===== config.mk =====
export PLATFORM = sky130hd
export DESIGN_NAME = signeddiv_seq_12
export DESIGN_NICKNAME = d
export VERILOG_FILES = /design/src/rtl/signeddiv_seq_12.sv
export SDC_FILE = /design/constraint.sdc
export NUM_CORES = 1
export LEC_CHECK = 0
export BUFFER_PORTS_ARGS = -buffer_cell sky130_fd_sc_hd__buf_2
export CAP_MARGIN = 10
export CORE_MARGIN = 8
export CORE_UTILIZATION = 40
export CTS_BUF_LIST = sky130_fd_sc_hd__clkbuf_16
export CTS_CLUSTER_SIZE = 10
export DETAILED_ROUTE_END_ITERATION = 12
export PLACE_DENSITY = 0.62
export SLEW_MARGIN = 20
export SYNTH_ARGS = -nofsm -noshare
export SYNTH_HDL_FRONTEND = slang
export SYNTH_SLANG_ARGS = --single-unit

===== constraint.sdc =====
create_clock -name clk -period 2.8 [get_ports clk]
set_input_delay 0.56 -clock clk [delete_from_list [all_inputs] [get_ports clk]]
set_output_delay 0.56 -clock clk [all_outputs]
set_load 0.005 [all_outputs]

===== src/rtl/signeddiv_seq_12.sv =====
// Iterative signed fixed-point divider, c = a / b.
// Operands and result are W-bit two's complement with FRAC fractional bits.
// The divider works on magnitudes with restoring division, one quotient bit per
// cycle, then applies the sign and saturates. A division by zero still runs all
// the steps so that latency is always the same.
module signeddiv_seq_12 #(
  parameter int unsigned FRAC = 12,
  parameter int unsigned W    = 16
) (
  input  logic         clk,
  input  logic         rst_n,
  input  logic         start,
  input  logic [W-1:0] a,
  input  logic [W-1:0] b,
  output logic         busy,
  output logic         done,
  output logic [W-1:0] c,
  output logic         ovf,
  output logic         dz
);

  // Dividend width: |a| followed by FRAC zero bits.
  localparam int unsigned DW = W + FRAC;
  localparam int unsigned CW = $clog2(DW);

  // Largest quotient magnitudes that still fit for each result sign.
  localparam logic [DW-1:0] QPosMax = DW'((2 ** (W - 1)) - 1);
  localparam logic [DW-1:0] QNegMax = DW'(2 ** (W - 1));
  localparam logic [W-1:0]  CPosSat = {1'b0, {(W - 1){1'b1}}};
  localparam logic [W-1:0]  CNegSat = {1'b1, {(W - 1){1'b0}}};

  typedef enum logic [1:0] {StIdle, StRun, StFin} state_e;

  state_e          state_q, state_d;
  logic            sign_q, sign_d;
  logic [DW-1:0]   dvd_q, dvd_d;
  logic [W-1:0]    dvs_q, dvs_d;
  logic [W-1:0]    rem_q, rem_d;
  logic [DW-1:0]   quot_q, quot_d;
  logic [CW-1:0]   cnt_q, cnt_d;
  logic            busy_q, busy_d;
  logic            done_q, done_d;
  logic [W-1:0]    c_q, c_d;
  logic            ovf_q, ovf_d;
  logic            dz_q, dz_d;

  // Operand magnitudes; the most negative input maps to 2**(W-1) unsigned.
  logic [W-1:0] abs_a;
  logic [W-1:0] abs_b;

  // Restoring-step datapath.
  logic [W:0]   rem_shift;
  logic         fits;
  logic [W-1:0] rem_diff;
  logic [W-1:0] quot_neg;

  // Magnitudes of the incoming operands.
  always_comb begin
    abs_a = a[W-1] ? (~a + W'(1)) : a;
    abs_b = b[W-1] ? (~b + W'(1)) : b;
  end

  // One restoring step: bring down the next dividend bit and trial-subtract.
  always_comb begin
    rem_shift = {rem_q, dvd_q[DW-1]};
    fits      = (rem_shift >= {1'b0, dvs_q});
    // When the subtraction is taken the difference is below the divisor, so W bits suffice.
    rem_diff  = rem_shift[W-1:0] - dvs_q;
    quot_neg  = W'(0) - quot_q[W-1:0];
  end

  // Next-state and datapath control.
  always_comb begin
    state_d = state_q;
    sign_d  = sign_q;
    dvd_d   = dvd_q;
    dvs_d   = dvs_q;
    rem_d   = rem_q;
    quot_d  = quot_q;
    cnt_d   = cnt_q;
    busy_d  = busy_q;
    done_d  = 1'b0;
    c_d     = c_q;
    ovf_d   = ovf_q;
    dz_d    = dz_q;

    unique case (state_q)
      StIdle: begin
        if (start) begin
          sign_d  = a[W-1] ^ b[W-1];
          dvd_d   = {abs_a, {FRAC{1'b0}}};
          dvs_d   = abs_b;
          rem_d   = '0;
          quot_d  = '0;
          cnt_d   = '0;
          busy_d  = 1'b1;
          state_d = StRun;
        end
      end

      StRun: begin
        rem_d  = fits ? rem_diff : rem_shift[W-1:0];
        quot_d = {quot_q[DW-2:0], fits};
        dvd_d  = {dvd_q[DW-2:0], 1'b0};
        cnt_d  = cnt_q + CW'(1);
        if (cnt_q == CW'(DW - 1)) begin
          state_d = StFin;
        end
      end

      StFin: begin
        busy_d  = 1'b0;
        done_d  = 1'b1;
        state_d = StIdle;
        if (dvs_q == '0) begin
          dz_d  = 1'b1;
          ovf_d = 1'b0;
          c_d   = sign_q ? CNegSat : CPosSat;
        end else begin
          dz_d = 1'b0;
          if (!sign_q) begin
            if (quot_q > QPosMax) begin
              c_d   = CPosSat;
              ovf_d = 1'b1;
            end else begin
              c_d   = quot_q[W-1:0];
              ovf_d = 1'b0;
            end
          end else begin
            if (quot_q > QNegMax) begin
              c_d   = CNegSat;
              ovf_d = 1'b1;
            end else begin
              // Negating zero yields zero, so a zero quotient never turns negative.
              c_d   = quot_neg;
              ovf_d = 1'b0;
            end
          end
        end
      end

      default: begin
        state_d = StIdle;
        busy_d  = 1'b0;
      end
    endcase
  end

  // State and datapath registers.
  always_ff @(posedge clk or negedge rst_n) begin
    if (!rst_n) begin
      state_q <= StIdle;
      sign_q  <= 1'b0;
      dvd_q   <= '0;
      dvs_q   <= '0;
      rem_q   <= '0;
      quot_q  <= '0;
      cnt_q   <= '0;
      busy_q  <= 1'b0;
      done_q  <= 1'b0;
      c_q     <= '0;
      ovf_q   <= 1'b0;
      dz_q    <= 1'b0;
    end else begin
      state_q <= state_d;
      sign_q  <= sign_d;
      dvd_q   <= dvd_d;
      dvs_q   <= dvs_d;
      rem_q   <= rem_d;
      quot_q  <= quot_d;
      cnt_q   <= cnt_d;
      busy_q  <= busy_d;
      done_q  <= done_d;
      c_q     <= c_d;
      ovf_q   <= ovf_d;
      dz_q    <= dz_d;
    end
  end

  // All outputs come straight from registers.
  always_comb begin
    busy = busy_q;
    done = done_q;
    c    = c_q;
    ovf  = ovf_q;
    dz   = dz_q;
  end

endmodule


# Word level (Yosys, flattened, before mapping)

Cells that the tools add are included.

Register bits: 116
Input bits: 35
Output and inout bits: 20
Word-level logic and storage cells: 63

Add/sub/neg operators: 5
$lt $le $gt $ge: 3
Equal/unequal tests: 5
Multiplexer cells: 27
Bitwise logic cells: 4
Reductions and logical operators: 7

Operators by type and width:

| kind                                                                               | count |
|---|---|
| 16-bit two-way mux                                                                 | 9 |
| 28-bit one-hot mux with 2 select lines                                             | 2 |
| 28-bit two-way mux                                                                 | 2 |
| 16-bit by 1-bit adder with 16-bit output (second input constant)                   | 2 |
| 16-bit inverter                                                                    | 2 |
| 16-bit one-hot mux with 2 select lines                                             | 1 |
| 28-bit by 15-bit greater-than comparator with 1-bit output (second input constant) | 1 |
| 28-bit by 16-bit greater-than comparator with 1-bit output (second input constant) | 1 |
| 17-bit by 16-bit greater-or-equal comparator with 1-bit output                     | 1 |
| 16-bit zero test                                                                   | 1 |
| 1-bit by 16-bit subtractor with 16-bit output (first input constant)               | 1 |
| 16-bit subtractor                                                                  | 1 |
| 5-bit one-hot mux with 2 select lines                                              | 1 |
| 2-bit AND reduction                                                                | 4 |
| 1-bit two-way mux                                                                  | 7 |
| 5-bit by 1-bit adder with 5-bit output (second input constant)                     | 1 |
| 5-bit equality test (second input constant)                                        | 1 |
| 5-bit two-way mux                                                                  | 1 |
| 2-bit two-way mux                                                                  | 2 |
| 2-bit != test (second input constant)                                              | 2 |
| 2-bit one-hot mux with 2 select lines                                              | 1 |
| 2-bit by 1-bit equality test with 1-bit output (second input constant)             | 1 |
| 2-bit equality test (second input constant)                                        | 1 |
| 2-bit zero test                                                                    | 1 |
| 4 further kinds                                                                    | 4 |

# Logic depth before layout (Yosys ltp)

Gate-level depths: netlist of the first run.

Word-level depth: 5
Mapped depth: 11
Depth with buffers taken out: 10

# Least setup slack after synthesis of the first run

Ideal clock, no wire load.

Path kind: flip-flop to flip-flop
From: register quot_q[9]
To: register c_q[5], in the netlist c[5]
Setup time: 0.104 ns
Data arrival time: 2.440 ns
Required time: 2.696 ns
Setup slack: 0.256 ns
Stages on the path, launching flop included: 8
Buffers on the path: 2
Period minus slack after synthesis: 2.544 ns
Path through: dfrtp_1 -> buf_6 -> or4_4 -> or4_1 -> nand2b_4 -> a2111o_1 -> buf_6 -> o311ai_1

Word-level cells in the longest chain between the ends: 4
Elaborated cells on any way between the ends: 6
Classes of those cells: order compare (2); mux (4)

Ends and longest elaborated chain:

| item                                                                                                                                            | line     | text |
|---|---|---|
| start: declaration                                                                                                                              | 39       | `logic [DW-1:0] quot_q, quot_d;` |
| start signal: assignment                                                                                                                        | 170      | `quot_q <= quot_d;` |
| 28-bit by 15-bit greater-than comparator with 1-bit output / 28-bit by 16-bit greater-than comparator with 1-bit output (equally long branches) | 122, 130 |  |
| 16-bit two-way mux (on tied branches)                                                                                                           | 122, 130 |  |
| 16-bit two-way mux (*)                                                                                                                          | 121      | `if (!sign_q) begin` |
| 16-bit two-way mux (*)                                                                                                                          | 115      | `if (dvs_q == '0) begin` |
| end signal: assignment                                                                                                                          | 161      | `c_q <= '0;` |
| end signal: assignment                                                                                                                          | 174      | `c_q <= c_d;` |
| end: declaration                                                                                                                                | 43       | `logic [W-1:0] c_q, c_d;` |

Mark *: on every way between the ends. The rest lies on a longest branch, timed or not.
A chain may end at the register's enable or synchronous reset.

# Worst setup path in the final report of the first run

From: register quot_q[11]
To: register c_q[7], in the netlist c[7]

The elaborated chain is that of the path after synthesis.

==> run_results.csv, run 1 <==
group,metric,value,unit
global_route,grt_use_met2,23.2,%
global_route,grt_max_degree,65,
cells_and_area,utilization,46.9,%
global_route,grt_use_total,15.0,%
floorplanning,initial_utilization,41.1,%
power,pwr-share-clk,15.4,%
setup_path,r2r-end,"c[7]",
clock_tree,clock-sinks,104,
yosys,synth_warnings,0,
drt,viasPerCell,5.57,
drt,ant_nets,0,
sta,fmaxAchievable,375,MHz
sta,hold_ws,0.201,ns
floorplanning,die_h,138,um
sta,finClkSkew,0.0109,ns
clock_tree,cts_buffer_depth,2,
power,power.switching,3.44,mW
setup_path,setup.worst_path.class,"flip-flop to flip-flop",
sta,fin_tns_setup,0,ns
floorplanning,rows,44,
yosys,synth_cells,691,
placed_design,globalplace.congestion,0.903,
cells_and_area,fill_cells,1396,
drt,dr.pass1.iters,5,
setup_path,startpoint_type,"flip-flop",
setup_path,cp.arrival,2.91,ns
power,power_leakage,3.22,nW
global_route,top_usage_layer,"met2",
sta,min_period,2.67,ns
power,seqPwrFrac,32.9,%
yosys,synth_seq_area_share,43.4,%
floorplanning,dieWidth,138,um
clock_tree,cts_tree,"yes",
global_route,antenna_found_initial,0,
drt,detail_route.iter0.violations,275,
placed_design,placedCellCount,917,
sta,worst_pin_slew,0.671,ns
drt,wire_per_inst,15.4,um
setup_path,cp-end-kind,"flip-flop",
yosys,yosys.cell_types.count,53,
setup_path,r2r-start,"quot_q[11]",
sta,period_share,95.3,%
floorplanning,dieArea,0.0192,mm2
cells_and_area,regArea,0.00260,mm2
power,p_per_area,1170,mW/mm2
setup_path,reg2reg_slack,0.13,ns
cells_and_area,diodes,0,
cells_and_area,fin_nets,800,
floorplanning,coreArea,0.0146,mm2
clock_tree,worstSkewPairLatency,0.35,ns
power,ir_worst_vdd,0.000422,V
drt,route.vias.total,5195,
yosys,synth_top_flop_cell,"dfrtp_1",
clock_tree,cts_max_level,3,
cells_and_area,final_cells,933,
cells_and_area,stdcell_area,0.00684,mm2
job,max_cap_violations,0,
status,status,"complete, no violations",
global_route,grt_pass1_vias,5199,
clock_tree,path_clk_slew,0.07,ns
placed_design,post-dp-hpwl,10600,um
clock_tree,cts_buffers,9,
global_route,gr-usage-met3,3.05,%
yosys,ys_ff_latch,104,
placed_design,port_buffers,54,
setup_path,worst-r2r-cell-count,7,
sta,slew-limit-headroom,55.3,%
drt,drc_errors,0,
power,netSwitchingFraction,42.8,%
setup_path,worst_ep_required_time,3.04,ns
yosys,synth_area,0.00599,mm2
power,combPwrFrac,51.7,%
global_route,grt_pass1_wl,24500,um
power,p_int,4.59,mW
sta,hold_viol_final,0,
floorplanning,pin_count,55,
global_route,met1_usage,20.1,%
hold_path,hold_class,"input pin to async pin",
yosys,ys_async_sr_fraction,100,%
setup_path,critPathMaxFanout,18,
yosys,syn-num-nets,747,
placed_design,placed_area,0.00655,mm2
cells_and_area,multi_input_area,0.00313,mm2
drt,drt-total-wl,14400,um
sta,grt_setup_unrepaired,"false",
clock_tree,ctsHoldBuffers,0,
sta,maxSlewViolCount,0,
clock_tree,root_buffer,"clkbuf_16",
global_route,grt.overflow.total,0,
cells_and_area,drive_gt1_share,13.8,%
yosys,synth_edf_count,0,
yosys,syn_avg_cell_area,8.67,um2
sta,setup_viol,0,
cells_and_area,syn2layout_area_growth,14.2,%
-- per-stage QoR --
stage,power [mW],setup slack [ns]
after global placement,6.64,0.114
after global routing,8.74,0.00821
after detailed placement,6.80,0.0929
final,8.03,0.133
after CTS,8.05,0.0646
after floorplan,5.57,0.256
-- Yosys cell counts, drive strengths merged, types with 14 or more instances --
library cell | instances | area share [%]
nor4 | 16 | 1.8
a21oi | 23 | 1.9
clkbuf | 30 | 1.9
a22oi | 14 | 1.8
o21ai | 71 | 5.9
ha | 20 | 4.2
nand3 | 79 | 6.6
nor2 | 26 | 1.6
inv | 30 | 1.9
xor2 | 31 | 4.5
nand2 | 103 | 6.5
xnor2 | 14 | 2.0
dfrtp | 104 | 43
-- power by group through the flow --
stage	sequential (mW)	combinational (mW)	clock, mW
floorplan	2.48	3.09	0
global placement	2.63	4.01	0
detailed placement	2.66	4.14	0
CTS	2.64	4.15	1.27
global route	2.73	4.69	1.32
finish	2.65	4.15	1.24
-- sequential cells by signal (all words and copies together), names as in the netlist, 2 cells and up --
register,flops
quot_q,28
c,16
dvd_q,16
dvs_q,16
rem_q,16
cnt_q,5
state_q,2
-- timing repair --
item                       in CTS  in global routing
setup buffers                   0                  0
resized for setup               0                  2
setup endpoints to repair       0                 12
-- how the worst max path moves through the flow --
| stage | from | slack [ns] | depth (start not counted) | to |
|---|---|---|---|---|
| 2_1_floorplan | quot_q[9] | 0.26 | 7 | c[5] |
| 3_3_place_gp | quot_q[11] | 0.11 | 7 | c[4] |
| 3_5_place_dp | quot_q[11] | 0.09 | 7 | c[7] |
| 4_1_cts | quot_q[11] | 0.06 | 7 | c[4] |
| 5_1_grt | quot_q[3] | 0.008 | 7 | c[13] |
| 6_report | quot_q[11] | 0.13 | 7 | c[7] |
-- routing by layer --
| layer | vias to the layer above | wire length, um |
|---|---|---|
| met4 | 0 | 291 |
| met2 | 157 | 6410 |
| met5 | - | 0 |
| met1 | 2452 | 6970 |
| li1 | 2568 | - |
| met3 | 18 | 695 |
-- cells by family (layout without fill, tap and decap cells) --
| family | Yosys count | after routing | synth area share [%] |
|---|---|---|---|
| AOI/OAI and AO/OA | 169 | 169 | 17.7 |
| and+or+nand+nor | 281 | 281 | 22.8 |
| muxes | 3 | 3 | 0.501 |
| DFF | 104 | 104 | 43.4 |
| xor gates and xnor gates | 45 | 45 | 6.58 |
| adders and majority gates | 21 | 21 | 4.51 |
| buffers and inverters | 68 | 126 | 4.51 |
-- layout by cell type, fill, tap and decap left out, drive strengths merged, types with 9 or more instances in the layout --
cell type,n
or4,9
nand2,103
a21oi,23
buf,80
a22oi,14
nand2b,9
clkbuf,9
nor4,16
inv,33
nor2,26
xor2,31
nand3,79
ha,20
xnor2,14
dfrtp,104
o21ai,71
-- area by class of cell --
class	count	share of cell area, %
multi-input cells	519	45.7
flip-flops and latches	104	38.0
repair buffers	80	7.02
well taps	184	3.37
clock buffers	9	3.29
inverters	30	1.65
clock inverters	7	0.914
-- critical path, cell delays in order (launching register included) --
cell and delay (ns):
dfrtp_1 0.38, or4_4 0.54, or4_1 0.43, nand2b_4 0.17, a2111o_2 0.62, and2b_1 0.24
o21ai_0 0.07, o311ai_1 0.11
No activity file was read; power rests on OpenSTA's default activity.
==> run 2, diff against run 1 <==
Settings changed: CORE_UTILIZATION 40 to 34, PLACE_DENSITY 0.62 to 0.56.
==> run_results.csv, run 2 (synthesized netlist as in run 1, its figures left out) <==
group,metric,value,unit
global_route,grt_max_degree,52,
hold_path,hold_class,"input pin to async pin",
sta,maxSlewViolCount,0,
drt,viasPerCell,5.32,
clock_tree,clock-sinks,104,
global_route,grt_pass1_vias,5336,
floorplanning,dieWidth,149,um
floorplanning,initial_utilization,34.8,%
cells_and_area,diodes,0,
sta,fin_ws,0.141,ns
sta,hold_viol_final,0,
sta,grt_setup_unrepaired,"false",
setup_path,cp-end-kind,"flip-flop",
drt,drc_errors,0,
drt,drt-total-wl,15800,um
drt,detail_route.iter0.violations,318,
placed_design,post-dp-hpwl,11700,um
drt,wire_per_inst,16.1,um
power,power_leakage,3.27,nW
cells_and_area,largest_reg_flops,28,
sta,slew-limit-headroom,60.4,%
drt,ant_nets,0,
sta,period_share,94.9,%
sta,setup_viol,0,
drt,route.vias.total,5226,
power,ir_worst_vdd,0.000426,V
cells_and_area,fin_nets,809,
placed_design,port_buffers,54,
cells_and_area,regMostFlops,"quot_q",
drt,dr.pass1.iters,4,
cells_and_area,drive_gt1_share,15.0,%
clock_tree,path_clk_slew,0.07,ns
sta,finClkSkew,0.00743,ns
power,p_per_area,1180,mW/mm2
setup_path,startpoint_type,"flip-flop",
global_route,grt_use_total,14.7,%
setup_path,cp.arrival,2.90,ns
clock_tree,cts_buffer_depth,2,
setup_path,worst_ep_required_time,3.04,ns
job,max_cap_violations,0,
setup_path,cp_num_buf_inv,0,
floorplanning,coreArea,0.0172,mm2
global_route,grt.overflow.total,0,
floorplanning,pin_count,55,
floorplanning,rows,48,
cells_and_area,syn2layout_area_growth,16.5,%
setup_path,cpPeakStageDelay,0.60,ns
clock_tree,cts_max_level,3,
setup_path,cp_cell_sequence,"or4_4 > or4_1 > nand2b_4 > a2111o_2 > and2b_1 > o21ai_0 > o311ai_1",
clock_tree,cts_tree,"yes",
cells_and_area,final_common_cell,"dfrtp_1",
setup_path,cpMaxStageDelayCell,"a2111o_2",
sta,fmaxAchievable,376,MHz
setup_path,critPathMaxFanout,16,
cells_and_area,most-common-layout-cells,"dfrtp_1 (104), nand2_1 (103), nand3_1 (79)",
setup_path,reg2reg_slack,0.14,ns
placed_design,dp_slack,0.145,ns
setup_path,setup.worst_path.class,"flip-flop to flip-flop",
setup_path,critPathTopFamily,"simple AND/OR/NAND/NOR gates",
global_route,antenna_found_initial,0,
status,status,"complete, no violations",
sta,worst_pin_slew,0.592,ns
sta,min_period,2.66,ns
clock_tree,root_buffer,"clkbuf_16",
clock_tree,worstSkewPairLatency,0.35,ns
clock_tree,cts_buffers,9,
floorplanning,die_h,149,um
floorplanning,dieArea,0.0221,mm2
sta,fin_tns_setup,0,ns
placed_design,globalplace.congestion,0.866,
global_route,grt_pass1_wl,26700,um
==> run 2: worst paths after layout <==
check                                 from  cells past startpoint   endpoint
min in group clk                       ovf                      2        ovf
max in group asynchronous            rst_n                      2  dvd_q[20]
worst min register to register         ovf                      2        ovf
worst max register to register  quot_q[11]                      7       c[7]
worst min-delay path                 rst_n                      1      c[13]
worst max-delay path            quot_q[11]                      7       c[7]
==> run 2: per-layer routing <==
layer / track usage [%] / part of all wire, %
met1: 18.8 / 46
met3: 2.67 / 3.4
met2: 25.0 / 49
met4: 4.44 / 1.7
met5: 0 / 0
==> run 2: what timing repair did <==
action / CTS / global route
setup endpoints to repair: 0 / 8
hold buffers: 0 / 0
resized for setup: 0 / 3
buffers inserted: 0 / 0
==> run 2: power by group <==
part           switching, mW  internal (mW)  total (mW)
clock                  0.554          0.687        1.24
combinational           2.46           1.89        4.36
sequential             0.524           2.11        2.64
total                   3.54           4.69        8.24
==> run 2: final cells by class <==
class,count,area (um2)
Clock inverter,7,63.8
Sequential cell,104,2600
Tap cell,225,282
Timing Repair Buffer,89,561
Inverter,30,113
Multi-Input combinational cell,519,3130
Clock buffer,9,225
Fill cell,1723,10300
==> run 2: per-stage QoR <==
step	power, mW	hold WS, ns	utilization, %	cell area, um2	std cells
floorplan	5.57	0.264	-	5990	691
global placement	6.90	0.459	38.8	6680	967
detailed placement	6.99	0.465	38.8	6680	967
CTS	8.26	0.178	40.5	6970	983
global route	8.99	0.195	40.5	6980	983
finish	8.24	0.169	40.5	6980	983
==> run 3, diff against run 2 <==
Settings changed: ABC_AREA set to 1, PLACE_DENSITY 0.56 to 0.55.
==> run_results.csv, run 3 <==
group,metric,value,unit
status,status,"complete, no violations",
placed_design,globalplace.congestion,0.879,
setup_path,worst_ep_required_time,3.04,ns
clock_tree,path_clk_slew,0.08,ns
yosys,synth_cells,928,
yosys,ys_ff_latch,104,
sta,finClkSkew,0.00684,ns
clock_tree,cts_max_level,3,
hold_path,hold_class,"input pin to async pin",
sta,worst_pin_slew,0.967,ns
clock_tree,cts_resized,0,
job,max_cap_violations,0,
setup_path,cp-end-kind,"flip-flop",
sta,maxSlewViolCount,0,
global_route,grt_pass1_vias,5536,
drt,route.vias.total,5920,
cells_and_area,fin_nets,1032,
sta,slew-limit-headroom,35.4,%
drt,dr.pass1.iters,5,
setup_path,cp_common_cell,"nand2_1",
global_route,grt_max_degree,62,
sta,min_period,2.20,ns
clock_tree,cts_tree,"yes",
setup_path,cpPeakStageDelay,0.40,ns
power,ir_worst_vdd,0.000466,V
yosys,syn_avg_cell_area,7.12,um2
clock_tree,cts_buffers,9,
drt,wl_met2,7020,um
yosys,ys_async_sr_fraction,100,%
yosys,netlist_top_cells_area,"dfrtp_1 (39%), nand2_1 (16%), inv_1 (7.3%)",
cells_and_area,drive_gt1_share,10.4,%
drt,detail_route.iter0.violations,376,
setup_path,startpoint_type,"flip-flop",
cells_and_area,syn2layout_area_growth,13.2,%
floorplanning,dieWidth,155,um
setup_path,setup.worst_path.class,"flip-flop to flip-flop",
sta,grt_setup_unrepaired,"false",
global_route,antenna_found_initial,0,
cells_and_area,diodes,0,
yosys,synth_top_flop_cell,"dfrtp_1",
floorplanning,dieArea,0.0241,mm2
clock_tree,postCtsSetupRepairBufs,0,
yosys,yosys.cell_types.count,40,
power,p_per_area,1200,mW/mm2
cells_and_area,most-common-layout-cells,"nand2_1 (285), inv_1 (129), dfrtp_1 (104)",
clock_tree,root_buffer,"clkbuf_16",
cells_and_area,stdcell_area,0.00747,mm2
drt,m1WireLength,8720,um
global_route,grt_pass1_wl,27400,um
yosys,synthTopCellsByCount,"nand2_1 (285), inv_1 (129), dfrtp_1 (104)",
floorplanning,initial_utilization,34.3,%
cells_and_area,utilization,38.8,%
yosys,synth_warnings,0,
clock_tree,cts_buffer_depth,2,
clock_tree,clock-sinks,104,
yosys,synth_most_common_cell,"nand2_1",
sta,setup_viol,0,
placed_design,port_buffers,54,
cells_and_area,regMostFlops,"quot_q",
setup_path,critPathMaxFanout,17,
cells_and_area,fill_cells,2092,
yosys,yosys.area.top_type,"dfrtp_1",
floorplanning,die_h,155,um
placed_design,post-dp-hpwl,12800,um
drt,drc_errors,0,
setup_path,cp_cell_sequence,"inv_1 > ha_1 > nand2_1 > nand2_1 > nand2_1 > nand2_1 > nand2_1 > nand3_2 > nand2_2 > nand2_4 > nand2_1 > nand2_1 > nand2_1 > nand2_1",
yosys,syn-num-nets,984,
setup_path,cpMaxStageDelayCell,"ha_1",
yosys,synth_edf_count,0,
global_route,grt.overflow.total,0,
sta,fin_tns_setup,0,ns
sta,hold_viol_final,0,
floorplanning,pin_count,55,
placed_design,placed_area,0.00718,mm2
drt,wire_per_inst,13.4,um
clock_tree,worstSkewPairLatency,0.35,ns
sta,fmaxAchievable,455,MHz
sta,period_share,78.5,%
floorplanning,rows,51,
yosys,synth_area,0.00661,mm2
drt,met3WireLength,758,um
drt,highest_layer,"met4",
placed_design,dp_slack,0.648,ns
drt,ant_nets,0,
sta,fin_ws,0.602,ns
power,power_leakage,3.89,nW
drt,viasPerCell,4.75,
setup_path,cp.arrival,2.44,ns
yosys,synth_top_area_share,39.4,%
global_route,grt_use_total,13.9,%
cells_and_area,final_common_cell,"nand2_1",
floorplanning,coreArea,0.0193,mm2
drt,drt-total-wl,16600,um
cells_and_area,largest_reg_flops,28,
yosys,synth_seq_area_share,39.4,%
clock_tree,ctsHoldBuffers,0,
power,fin_total_pwr,8.93,mW
run 3: cell count changes in the layout (fill, tap and decap cells not counted), sizes merged, moves of 15 or more:
| cell | change |
|---|---|
| nand4 | +15 |
| buf | -25 |
| nor4 | -16 |
| inv | +101 |
| o22ai | +28 |
| o21ai | -23 |
| nor2 | +54 |
| nand2 | +187 |
run 3: power by group:
part           switching (mW)  internal (mW)  total (mW)
logic                    3.34           1.86        5.20
clock network           0.625          0.625        1.25
registers               0.394           2.09        2.48
run 3: layout make-up:
cell class	instances	area, um2	share of cell area, %
multi-input cells	665	3390	45.4
flip-flops and latches	104	2600	34.8
inverters	132	495	6.63
repair buffers	64	360	4.82
well taps	265	332	4.44
clock buffers	9	225	3.01
clock inverters	7	66.3	0.887
run 3: worst paths after layout:
check	slack, ns	from	end	cells after the start
max in group asynchronous	1.96	rst_n	rem_q[2]	2
min reg2reg	0.48	c[15]	c[15]	2
min	0.16	rst_n	dvd_q[19]	1
max reg2reg	0.60	dvs_q[2]	rem_q[11]	14
max	0.60	dvs_q[2]	rem_q[11]	14
min in group clk	0.48	c[15]	c[15]	2
run 3: metrics by stage:
stage / cells / hold WS [ns]
CTS: 1246 / 0.176
global route: 1246 / 0.187
detailed placement: 1230 / 0.465
floorplan: 928 / 0.264
finish: 1246 / 0.159
global placement: 1230 / 0.457
run 3: cells by family (layout without fill, tap and decap cells):
group	after synthesis	in the layout	synth area share (%)
flip-flops	104	104	39.4
multiplexers	2	2	0.303
AO/OA/AOI/OAI	121	121	10.8
buffers and inverters	159	212	9.30
AND/OR/NAND/NOR	493	493	32.4
XOR/XNOR	28	28	3.71
adder cells (fa/ha/maj)	21	21	4.09
run 3: routing by layer:
metal	up-vias	track usage, %
li1	3096	-
met1	2691	20.7
met2	124	20.4
met3	9	2.27
met4	0	3.23
met5	-	0
run 3: worst max-delay path, delay by kind of cell (launching register included):
| family | cells | cell delay [ns] |
|---|---|---|
| AND/OR/NAND/NOR | 12 | 1.23 |
| buffers and inverters | 1 | 0.08 |
| flip-flops | 1 | 0.37 |
| adder cells (fa/ha/maj) | 1 | 0.40 |
